===== config.mk =====
export PLATFORM = sky130hd
export DESIGN_NAME = bram_r_reader
export DESIGN_NICKNAME = d
export VERILOG_FILES = /design/src/rtl/bram_r_reader.sv
export SDC_FILE = /design/constraint.sdc
export NUM_CORES = 1
export LEC_CHECK = 0
export CAP_MARGIN = 20
export CORE_ASPECT_RATIO = 0.7
export CORE_MARGIN = 2
export CORE_UTILIZATION = 55
export CTS_CLUSTER_DIAMETER = 120
export CTS_CLUSTER_SIZE = 12
export DETAILED_ROUTE_END_ITERATION = 10
export PLACE_DENSITY = 0.8
export SLEW_MARGIN = 30
export SYNTH_ARGS = -nofsm -noshare
export SYNTH_HDL_FRONTEND = slang
export SYNTH_SLANG_ARGS = --single-unit

===== constraint.sdc =====
create_clock -name clk -period 10.9 [get_ports clk]
set_input_delay 3.27 -clock clk [delete_from_list [all_inputs] [get_ports clk]]
set_output_delay 3.27 -clock clk [all_outputs]
set_load 0.01 [all_outputs]

===== src/rtl/bram_r_reader.sv =====
`default_nettype none
// ============================================================================
// Module   : bram_r_reader
// Purpose  : Host-side drain engine for the result BRAM. A start pulse walks
//            a contiguous, wrapping range of BRAM R rows through the BRAM read
//            port and returns each PE-wide row on a valid/ready stream with a
//            last flag. A credit-controlled FWFT skid FIFO absorbs the fixed
//            BRAM read latency so back-pressure never drops or repeats a row.
// Ports    : clk, rstn            - clock, asynchronous active-low reset
//            start, base_addr,
//            length               - request (sampled in IDLE only)
//            busy, done           - RUN indicator, one-cycle completion pulse
//            bram_r_r_addr/_data  - BRAM R read port (data RD_LAT cycles later)
//            m_data, m_valid,
//            m_ready, m_last      - output row stream
// Revision : 1.0 - initial release
// ============================================================================
module bram_r_reader #(
  parameter int PE_COUNT   = 8,
  parameter int DATA_WIDTH = 32,
  parameter int ADDR_WIDTH = 11,
  parameter int RD_LAT     = 1,
  parameter int BUF_DEPTH  = 4    // must be >= RD_LAT + 2
) (
  input  logic                           clk,
  input  logic                           rstn,
  input  logic                           start,
  input  logic [ADDR_WIDTH-1:0]          base_addr,
  input  logic [ADDR_WIDTH:0]            length,
  output logic                           busy,
  output logic                           done,
  output logic [ADDR_WIDTH-1:0]          bram_r_r_addr,
  input  logic [PE_COUNT*DATA_WIDTH-1:0] bram_r_r_data,
  output logic [PE_COUNT*DATA_WIDTH-1:0] m_data,
  output logic                           m_valid,
  input  logic                           m_ready,
  output logic                           m_last
);

  localparam int c_row_w = PE_COUNT * DATA_WIDTH;
  localparam int c_cw    = $clog2(BUF_DEPTH + 1);
  localparam int c_pw    = $clog2(BUF_DEPTH);
  localparam logic [c_cw:0]   c_depth    = (c_cw + 1)'(BUF_DEPTH);
  localparam logic [c_pw-1:0] c_last_ptr = c_pw'(BUF_DEPTH - 1);

  typedef enum logic [1:0] {
    S_IDLE = 2'd0,
    S_RUN  = 2'd1,
    S_DONE = 2'd2
  } state_t;

  state_t r_state, w_state_nxt;

  logic [ADDR_WIDTH-1:0] r_base;
  logic [ADDR_WIDTH:0]   r_len;
  logic [ADDR_WIDTH:0]   r_issued;
  logic [ADDR_WIDTH:0]   r_popped;
  logic [ADDR_WIDTH-1:0] r_addr_hold;
  logic [RD_LAT-1:0]     r_vld_sr;

  logic [c_row_w-1:0]    r_mem [BUF_DEPTH];
  logic [c_pw-1:0]       r_rd_ptr, r_wr_ptr;
  logic [c_cw-1:0]       r_count;

  logic                  w_issue, w_push, w_pop, w_accept;
  logic [c_cw-1:0]       w_inflight;
  logic [ADDR_WIDTH-1:0] w_issue_addr;

  // Reads already in the BRAM pipe count against FIFO space, so every issued
  // read is guaranteed a slot when its data lands.
  always_comb begin
    w_inflight = '0;
    for (int i = 0; i < RD_LAT; i++) begin
      w_inflight = w_inflight + c_cw'(r_vld_sr[i]);
    end
  end

  assign w_issue_addr = r_base + r_issued[ADDR_WIDTH-1:0];
  assign w_issue      = (r_state == S_RUN) && (r_issued < r_len) &&
                        (({1'b0, w_inflight} + {1'b0, r_count}) < c_depth);
  assign w_push       = r_vld_sr[RD_LAT-1];
  assign w_pop        = m_valid & m_ready;
  assign w_accept     = (r_state == S_IDLE) && start;

  // Address is combinational during an issue so the first read goes out in
  // the first RUN cycle; otherwise the last issued address is held.
  assign bram_r_r_addr = w_issue ? w_issue_addr : r_addr_hold;

  assign m_valid = (r_count != '0);
  assign m_data  = m_valid ? r_mem[r_rd_ptr] : '0;
  assign m_last  = m_valid && (r_popped == (r_len - 1'b1));

  // --------------------------------------------------------------------------
  // FSM
  // --------------------------------------------------------------------------
  always_ff @(posedge clk or negedge rstn) begin
    if (!rstn) r_state <= S_IDLE;
    else       r_state <= w_state_nxt;
  end

  always_comb begin
    w_state_nxt = r_state;
    busy        = 1'b0;
    done        = 1'b0;
    case (r_state)
      S_IDLE: begin
        if (start) w_state_nxt = (length == '0) ? S_DONE : S_RUN;
      end
      S_RUN: begin
        busy = 1'b1;
        if (w_pop && m_last) w_state_nxt = S_DONE;
      end
      S_DONE: begin
        done        = 1'b1;
        w_state_nxt = S_IDLE;
      end
      default: w_state_nxt = S_IDLE;
    endcase
  end

  // --------------------------------------------------------------------------
  // Request registers and counters
  // --------------------------------------------------------------------------
  always_ff @(posedge clk or negedge rstn) begin
    if (!rstn) begin
      r_base      <= '0;
      r_len       <= '0;
      r_issued    <= '0;
      r_popped    <= '0;
      r_addr_hold <= '0;
    end else begin
      if (w_accept) begin
        r_base   <= base_addr;
        r_len    <= length;
        r_issued <= '0;
        r_popped <= '0;
      end else begin
        if (w_issue) begin
          r_issued    <= r_issued + 1'b1;
          r_addr_hold <= w_issue_addr;
        end
        if (w_pop) r_popped <= r_popped + 1'b1;
      end
    end
  end

  // Issue-valid shift register: the tail bit marks the cycle in which the
  // BRAM data for an issued read is present and gets pushed.
  if (RD_LAT == 1) begin : g_sr_single
    always_ff @(posedge clk or negedge rstn) begin
      if (!rstn) r_vld_sr <= '0;
      else       r_vld_sr <= w_issue;
    end
  end else begin : g_sr_multi
    always_ff @(posedge clk or negedge rstn) begin
      if (!rstn) r_vld_sr <= '0;
      else       r_vld_sr <= {r_vld_sr[RD_LAT-2:0], w_issue};
    end
  end

  // --------------------------------------------------------------------------
  // FWFT skid FIFO
  // --------------------------------------------------------------------------
  always_ff @(posedge clk) begin
    if (w_push) r_mem[r_wr_ptr] <= bram_r_r_data;
  end

  always_ff @(posedge clk or negedge rstn) begin
    if (!rstn) begin
      r_rd_ptr <= '0;
      r_wr_ptr <= '0;
      r_count  <= '0;
    end else begin
      if (w_push) r_wr_ptr <= (r_wr_ptr == c_last_ptr) ? '0 : r_wr_ptr + 1'b1;
      if (w_pop)  r_rd_ptr <= (r_rd_ptr == c_last_ptr) ? '0 : r_rd_ptr + 1'b1;
      case ({w_push, w_pop})
        2'b10:   r_count <= r_count + 1'b1;
        2'b01:   r_count <= r_count - 1'b1;
        default: r_count <= r_count;
      endcase
    end
  end

endmodule
`default_nettype wire

==> results.md, run 1 <==
- Via-to-Cell Ratio: 5.84
- Worst path max stage delay: 0.50 ns
- Proportion of layout cells with a drive suffix above 1: 0.153
- Worst-path fanout max: 14
- GR met1 Demand/Resource: 0.302
- RSZ-0062 raised after global routing: no
- Worst Reg-to-Reg Cells: 9
- Async set-reset flop share out of synthesis: 0.0623
- Initial Utilization: 0.556
- Starting DRT DRC Count: 1843
- Critical path destination: bram_r_r_addr[8]
- Nature of the critical path endpoint: primary output
- Fin. Hold Viols: 0
- Critical Path AT: 4.00 ns
- Leak: 17.1 nW
- Met3 capacity usage during global routing: 0.0644
- Sequential share of power: 0.398
- Final instance area: 0.0523 mm²
- Core area: 0.0769 mm²
- Hold WC Path Type: register to register
- Seq cells post-synth: 1092
- H-tree depth: 3
- Netlist cell types: 55
- Crit-path slowest cell: clkdlybuf4s50_1
- DP HPWL: 56300 µm
- Vias in the first global route: 23200
- Root Buffer Master: clkbuf_16
- Fmax: 138 MHz
- Placed Cells: 3598
- CP top delay family: buffers and inverters
- Die area: 0.0800 mm²
- DRC violations left: 0
- Post-CTS setup buffer count: 0
- Max VDD drop: 0.000251 V
- Top Usage Layer GRT: met2
- Layout area overhead: 22.4%
- Met2 Use GR: 0.386
- Slew headroom: 0.344
- Drt pass-1 iters: 6
- Final period util: 0.667
- First-pass GRT wire length: 141000 µm
- Setup slack, reg-to-reg: 7.94 ns
- Worst path bufs/invs: 3
- Post-synthesis instance total: 2086
- # Max-Cap Violations: 0
- YS warnings: 0
- Status: finished clean
- Cell Area, Synth: 0.0428 mm²
- Register area share after synthesis: 0.759
- R2R Path Start: r_len[5]
- GPL Wtd Cong: 0.828
- Clock network power share: 0.205
- GRT Total Usage: 0.235
- I/O Buffers: 553
- Io pins: 554
- Initial antenna violation count: 27
- Cts hold-fix bufs: 0
- Clock Tree Buf Depth: 3
- Pin count of the biggest net entering global routing: 152
- Prevailing post-synth register cell: edfxtp_1
- Critical R2R Capture: r_addr_hold[5]
- Clk Latency, worst-skew pair: 0.67 ns
- Final Setup Violations: 0
- Worst-margin pin slew: 0.984 ns
- Cell Area, Placed: 0.0494 mm²
- CP dominant cell by count: a21o_1
- Die height: 237 µm
- Switching Share: 0.310
- FP Rows: 85
- Syn_nets: 2401
- Internal Power: 10.4 mW
- Commonest non-fill, non-tap cell in the layout: edfxtp_1
- Clk sink count: 1092
- Comb pwr share: 0.396
- Avg WL per Cell: 25.2 µm
- DIE WIDTH: 337 µm
- Setup Crit Path Kind: register to primary output
- Element type at the critical path start: register
- Reg clk slew, reported paths: 0.06 ns
- Required @ worst endpoint: 7.63 ns
- Cts repair resizes: 0
- Routed Antenna Nets: 0
- EDFF count, synth: 1024
- CP Cell Sequence: inv_1 -> ha_1 -> a21o_1 -> a21o_1 -> a21oi_1 -> o2111a_1 -> nand2_1 -> inv_2 -> mux2_2 -> clkdlybuf4s50_1
- Nets: 2977
- Skew final: 0.0279 ns
- Minimum clock period: 7.27 ns
- CP startpoint: r_len[5]
- Fin cells: 3746
- Via Count: 21900
- Power density over the cells: 288 mW/mm²
- Fin Setup TNS: 0 ns
- Final Power: 15.1 mW
- Gr ovfl total: 0
- Cts bufs inserted: 100
- Critical path depth in cells: 10
- CTS tree: built
- Most frequent cells in the layout: edfxtp_1 (1024), clkdlybuf4s50_1 (552), and2_1 (258)
- Final slew viol count: 0
- Switching power of the nets: 4.67 mW
- Final WL: 94500 µm
- Syn avg cell area: 20.5 µm²
-- worst min-delay path: stages (launching register included) --
cell	delay, ns
dfrtp_1	0.35
nand2_1	0.05
nand2_1	0.06
-- kinds of logic after synthesis --
logic type / synth area share
flops: 0.759
xor+xnor: 0.00656
mux: 0.139
buf+inv: 0.0136
fa+ha+maj: 0.00972
compound gates: 0.0150
simple gates: 0.0574
-- cell type report --
class	instances	area [µm²]
Sequential cell	1092	32500
Fill cell	4734	24600
Multi-Input combinational cell	863	9740
Timing Repair Buffer	578	5960
Clock buffer	116	2580
Tap cell	1044	1310
Clock inverter	6	143
Inverter	27	101
Antenna cell	20	50.0
-- flip-flops by register name, indices dropped and copies added (netlist names) --
| signal | count |
|---|---|
| r_rd_ptr | 2 |
| r_issued | 12 |
| r_len | 12 |
| r_popped | 12 |
| r_state | 2 |
| r_vld_sr | 1 |
| r_wr_ptr | 2 |
| r_addr_hold | 11 |
| r_count | 3 |
| r_base | 11 |
| r_mem | 1024 |
-- per-stage QoR --
stage               hold slack, ns  worst slack (ns)   util
floorplan                    0.452              3.83      -
global placement             0.475              4.41  0.642
detailed placement           0.477              4.35  0.642
CTS                          0.492              3.60  0.678
global route                 0.512              3.43  0.681
finish                       0.488              3.63  0.681
-- worst min-delay path by stage --
| stage | startpoint | slack, ns | cells after the start | end |
|---|---|---|---|---|
| 2_1_floorplan | r_base[0] | 0.45 | 2 | r_base[0] |
| 3_3_place_gp | r_base[7] | 0.47 | 2 | r_base[7] |
| 3_5_place_dp | r_base[0] | 0.48 | 2 | r_base[0] |
| 4_1_cts | r_base[7] | 0.49 | 2 | r_base[7] |
| 5_1_grt | r_count[0] | 0.51 | 1 | r_count[0] |
| 6_report | r_base[7] | 0.49 | 2 | r_base[7] |
-- synth_stat cells, drive strengths merged (8+ instances only) --
| cell | count | share of area |
|---|---|---|
| buf | 32 | 0.0037 |
| and2 | 263 | 0.039 |
| nor2 | 24 | 0.0021 |
| or3 | 8 | 0.0012 |
| ha | 30 | 0.0088 |
| nand2 | 69 | 0.0061 |
| mux4 | 256 | 0.13 |
| o21ai | 36 | 0.0042 |
| nand3 | 12 | 0.0014 |
| xnor2 | 15 | 0.0031 |
| edfxtp | 1024 | 0.72 |
| nor3 | 10 | 0.0012 |
| nand4 | 13 | 0.0019 |
| mux2 | 12 | 0.0032 |
| dfrtp | 68 | 0.040 |
| inv | 27 | 0.0024 |
| nor4 | 8 | 0.0015 |
| o31ai | 8 | 0.0014 |
| xor2 | 17 | 0.0035 |
| clkbuf | 71 | 0.0072 |
| a21oi | 14 | 0.0016 |
-- power by group through the flow --
stage                     Sequential, mW  Combinational, mW  Clock, mW
after floorplan                     6.13               3.31          0
after global routing                6.08               6.34       3.31
after CTS                           6.02               6.00       3.15
after global placement              6.01               5.87          0
final                               6.01               5.97       3.09
after detailed placement            6.09               5.93          0
-- layer usage --
| layer | routed length [µm] | part of all wire | vias to the layer above |
|---|---|---|---|
| met3 | 7170 | 0.076 | 194 |
| met5 | 130 | 0.0014 | - |
| met1 | 35700 | 0.38 | 11300 |
| met4 | 3290 | 0.035 | 18 |
| li1 | - | - | 9507 |
| met2 | 48200 | 0.51 | 825 |
Power figures use the tool's default switching activity.
==> run 2: changes to the inputs <==
==> constraint.sdc (replaced) <==
create_clock -name clk -period 7.2 [get_ports clk]
set_input_delay 2.16 -clock clk [delete_from_list [all_inputs] [get_ports clk]]
set_output_delay 2.16 -clock clk [all_outputs]
set_load 0.01 [all_outputs]
==> run 2 against run 1 <==
Non-clock buffer count up 14; die area did not move; highest routed layer unchanged; critical endpoint unchanged; core utilization up 0.19 points.
==> results.md, run 2 (synthesis gave the netlist of run 1 again) <==
- Status: finished clean
- Initial Utilization: 0.556 (unchanged)
- Pin count of the biggest net entering global routing: 137 (-9.9%)
- Worst-path fanout max: 14 (unchanged)
- DP HPWL: 58800 µm (+4.5%)
- Element type at the critical path start: register
- Skew final: 0.0159 ns (-0.0120 ns)
- Switching Share: 0.310 (+0.000390)
- FF/Latch Area: 0.0325 mm² (unchanged)
- R2R Path Start: r_count[2]
- Leak: 17.2 nW (+0.46%)
- Required @ worst endpoint: 5.04 ns (-2.59 ns)
- CTS tree: built
- Reg clk slew, reported paths: 0.06 ns (about the same)
- FP Rows: 85 (unchanged)
- Worst Reg-to-Reg Cells: 9 (unchanged)
- Hold WC Path Type: register to register
- Slew headroom: 0.350 (+0.00603)
- Routed Antenna Nets: 0 (unchanged)
- Cts bufs inserted: 100 (unchanged)
- Nets: 2991 (+0.47%)
- Final WL: 96500 µm (+2.1%)
- Gr ovfl total: 0 (unchanged)
- Layout area overhead: 22.8%
- Core area: 0.0769 mm² (unchanged)
- Via-to-Cell Ratio: 5.84 (about the same)
- Starting DRT DRC Count: 1818 (-1.4%)
- Final period util: 0.831
- Initial antenna violation count: 25 (-7.4%)
- Worst-margin pin slew: 0.975 ns (-0.00905 ns)
- Proportion of layout cells with a drive suffix above 1: 0.157 (+0.00376)
- Die height: 237 µm (unchanged)
- Critical R2R Capture: r_count[2]
- H-tree depth: 3 (unchanged)
- Nature of the critical path endpoint: primary output
- Cts repair resizes: 0 (unchanged)
- Critical Path AT: 3.82 ns (-0.18 ns)
- Fin Setup TNS: 0 ns (unchanged)
- Util after Layout: 0.683 (+0.00192)
- GRT Total Usage: 0.241 (+0.00543)
- Setup Crit Path Kind: register to primary output
- Clk sink count: 1092 (unchanged)
- First-pass GRT wire length: 143000 µm (+1.9%)
- Hold_sp: r_base[3]
- Clk Latency, worst-skew pair: 0.65 ns (-0.02 ns)
- Footprint of the multi-input gates: 0.00974 mm² (unchanged)
- Via Count: 22000 (+0.74%)
- Drt pass-1 iters: 8 (+2)
- Worst Hold Path EP: r_base[3]
- Root Buffer Master: clkbuf_16
- Fillers: 4764 (+0.63%)
- Internal Power: 15.8 mW (+52%)
- Post-CTS setup buffer count: 0 (unchanged)
- GPL Wtd Cong: 0.859 (+3.7%)
- Commonest non-fill, non-tap cell in the layout: edfxtp_1
- Die area: 0.0800 mm² (unchanged)
- Hold depth: 2 (unchanged)
- Largest register FFs: 1024 (unchanged)
- Avg WL per Cell: 25.6 µm (+1.5%)
- Fmax: 167 MHz
- DIE WIDTH: 337 µm (unchanged)
- Final slew viol count: 0 (unchanged)
- Power density over the cells: 437 mW/mm² (+52%)
- Minimum clock period: 5.98 ns
- Setup slack, reg-to-reg: 4.26 ns (-3.68 ns)
- Most frequent cells in the layout: edfxtp_1 (1024), clkdlybuf4s50_1 (552), and2_1 (258)
- # Max-Cap Violations: 0 (unchanged)
- Switching power of the nets: 7.12 mW (+52%)
- Reg with most FFs: r_mem
- Fin. Hold Viols: 0 (unchanged)
- Max VDD drop: 0.000329 V (+31%)
- Comb pwr share: 0.402 (+0.006)
- Final Setup Violations: 0 (unchanged)
- RSZ-0062 raised after global routing: no
- Vias in the first global route: 23400 (+0.91%)
- DRC violations left: 0 (unchanged)
- I/O Buffers: 553 (unchanged)
- Cts hold-fix bufs: 0 (unchanged)
- Sequential share of power: 0.394 (-0.004)
- Io pins: 554 (unchanged)
- Clock Tree Buf Depth: 3 (unchanged)
- Clock network power share: 0.205 (about the same)
-- run 2: changes by cell type in the layout (fill, tap and decap cells not counted) --
cell,change
buf_16,-5
clkinv_16,-1
clkbuf_1,+11
buf_12,+11
buf_4,+8
inv_6,+3
clkinv_8,-2
-- run 2: worst max-delay path, stage by stage (launching register included) --
cell             delay [ns]
dfrtp_1                0.42
inv_1                  0.08
ha_1                   0.31
a21o_1                 0.18
a21o_1                 0.16
a21oi_1                0.20
o2111a_1               0.27
nand2_1                0.31
inv_2                  0.36
mux2_2                 0.38
clkdlybuf4s50_1        0.50
-- run 2: final cells by class --
type | count | share of cell area
Multi-Input combinational cell | 863 | 0.186
Sequential cell | 1092 | 0.618
Clock inverter | 6 | 0.00203
Inverter | 27 | 0.00193
Clock buffer | 127 | 0.0500
Antenna cell | 20 | 0.000953
Tap cell | 1044 | 0.0249
Timing Repair Buffer | 592 | 0.116
-- run 2: power by group through the flow --
stage / combinational (mW) / clock, mW / sequential, mW
2_1_floorplan: 5.01 / 0 / 9.28
6_report: 9.22 / 4.69 / 9.04
3_5_place_dp: 9.15 / 0 / 9.20
5_1_grt: 9.80 / 5.00 / 9.14
4_1_cts: 9.26 / 4.79 / 9.09
3_3_place_gp: 8.96 / 0 / 9.12
-- run 2: metal layers --
metal / track usage / wire length [µm] / up-vias
li1: - / - / 9515
met1: 0.310 / 37200 / 11500
met2: 0.397 / 49200 / 810
met3: 0.0653 / 7240 / 172
met4: 0.0864 / 2770 / 16
met5: 0 / 116 / -
-- run 2: worst max-delay path by stage --
| stage | cells after the start | start | to |
|---|---|---|---|
| final | 10 | r_len[5] | bram_r_r_addr[8] |
| after CTS | 10 | r_len[5] | bram_r_r_addr[8] |
| after global routing | 10 | r_len[5] | bram_r_r_addr[8] |
| after detailed placement | 10 | r_len[5] | bram_r_r_addr[8] |
| after floorplan | 3 | r_wr_ptr[0] | r_mem[0][0] |
| after global placement | 10 | r_len[5] | bram_r_r_addr[8] |
-- run 2: metrics by stage --
step / power, mW / worst slack [ns] / area (µm²) / hold slack [ns] / instances
after detailed placement: 18.3 / 1.91 / 49600 / 0.476 / 3615
after CTS: 23.1 / 1.18 / 52400 / 0.491 / 3748
after global routing: 23.9 / 0.985 / 52500 / 0.522 / 3766
final: 22.9 / 1.22 / 52500 / 0.487 / 3771
after floorplan: 14.3 / 0.131 / 42800 / 0.452 / 2086
after global placement: 18.1 / 1.89 / 49500 / 0.473 / 3611
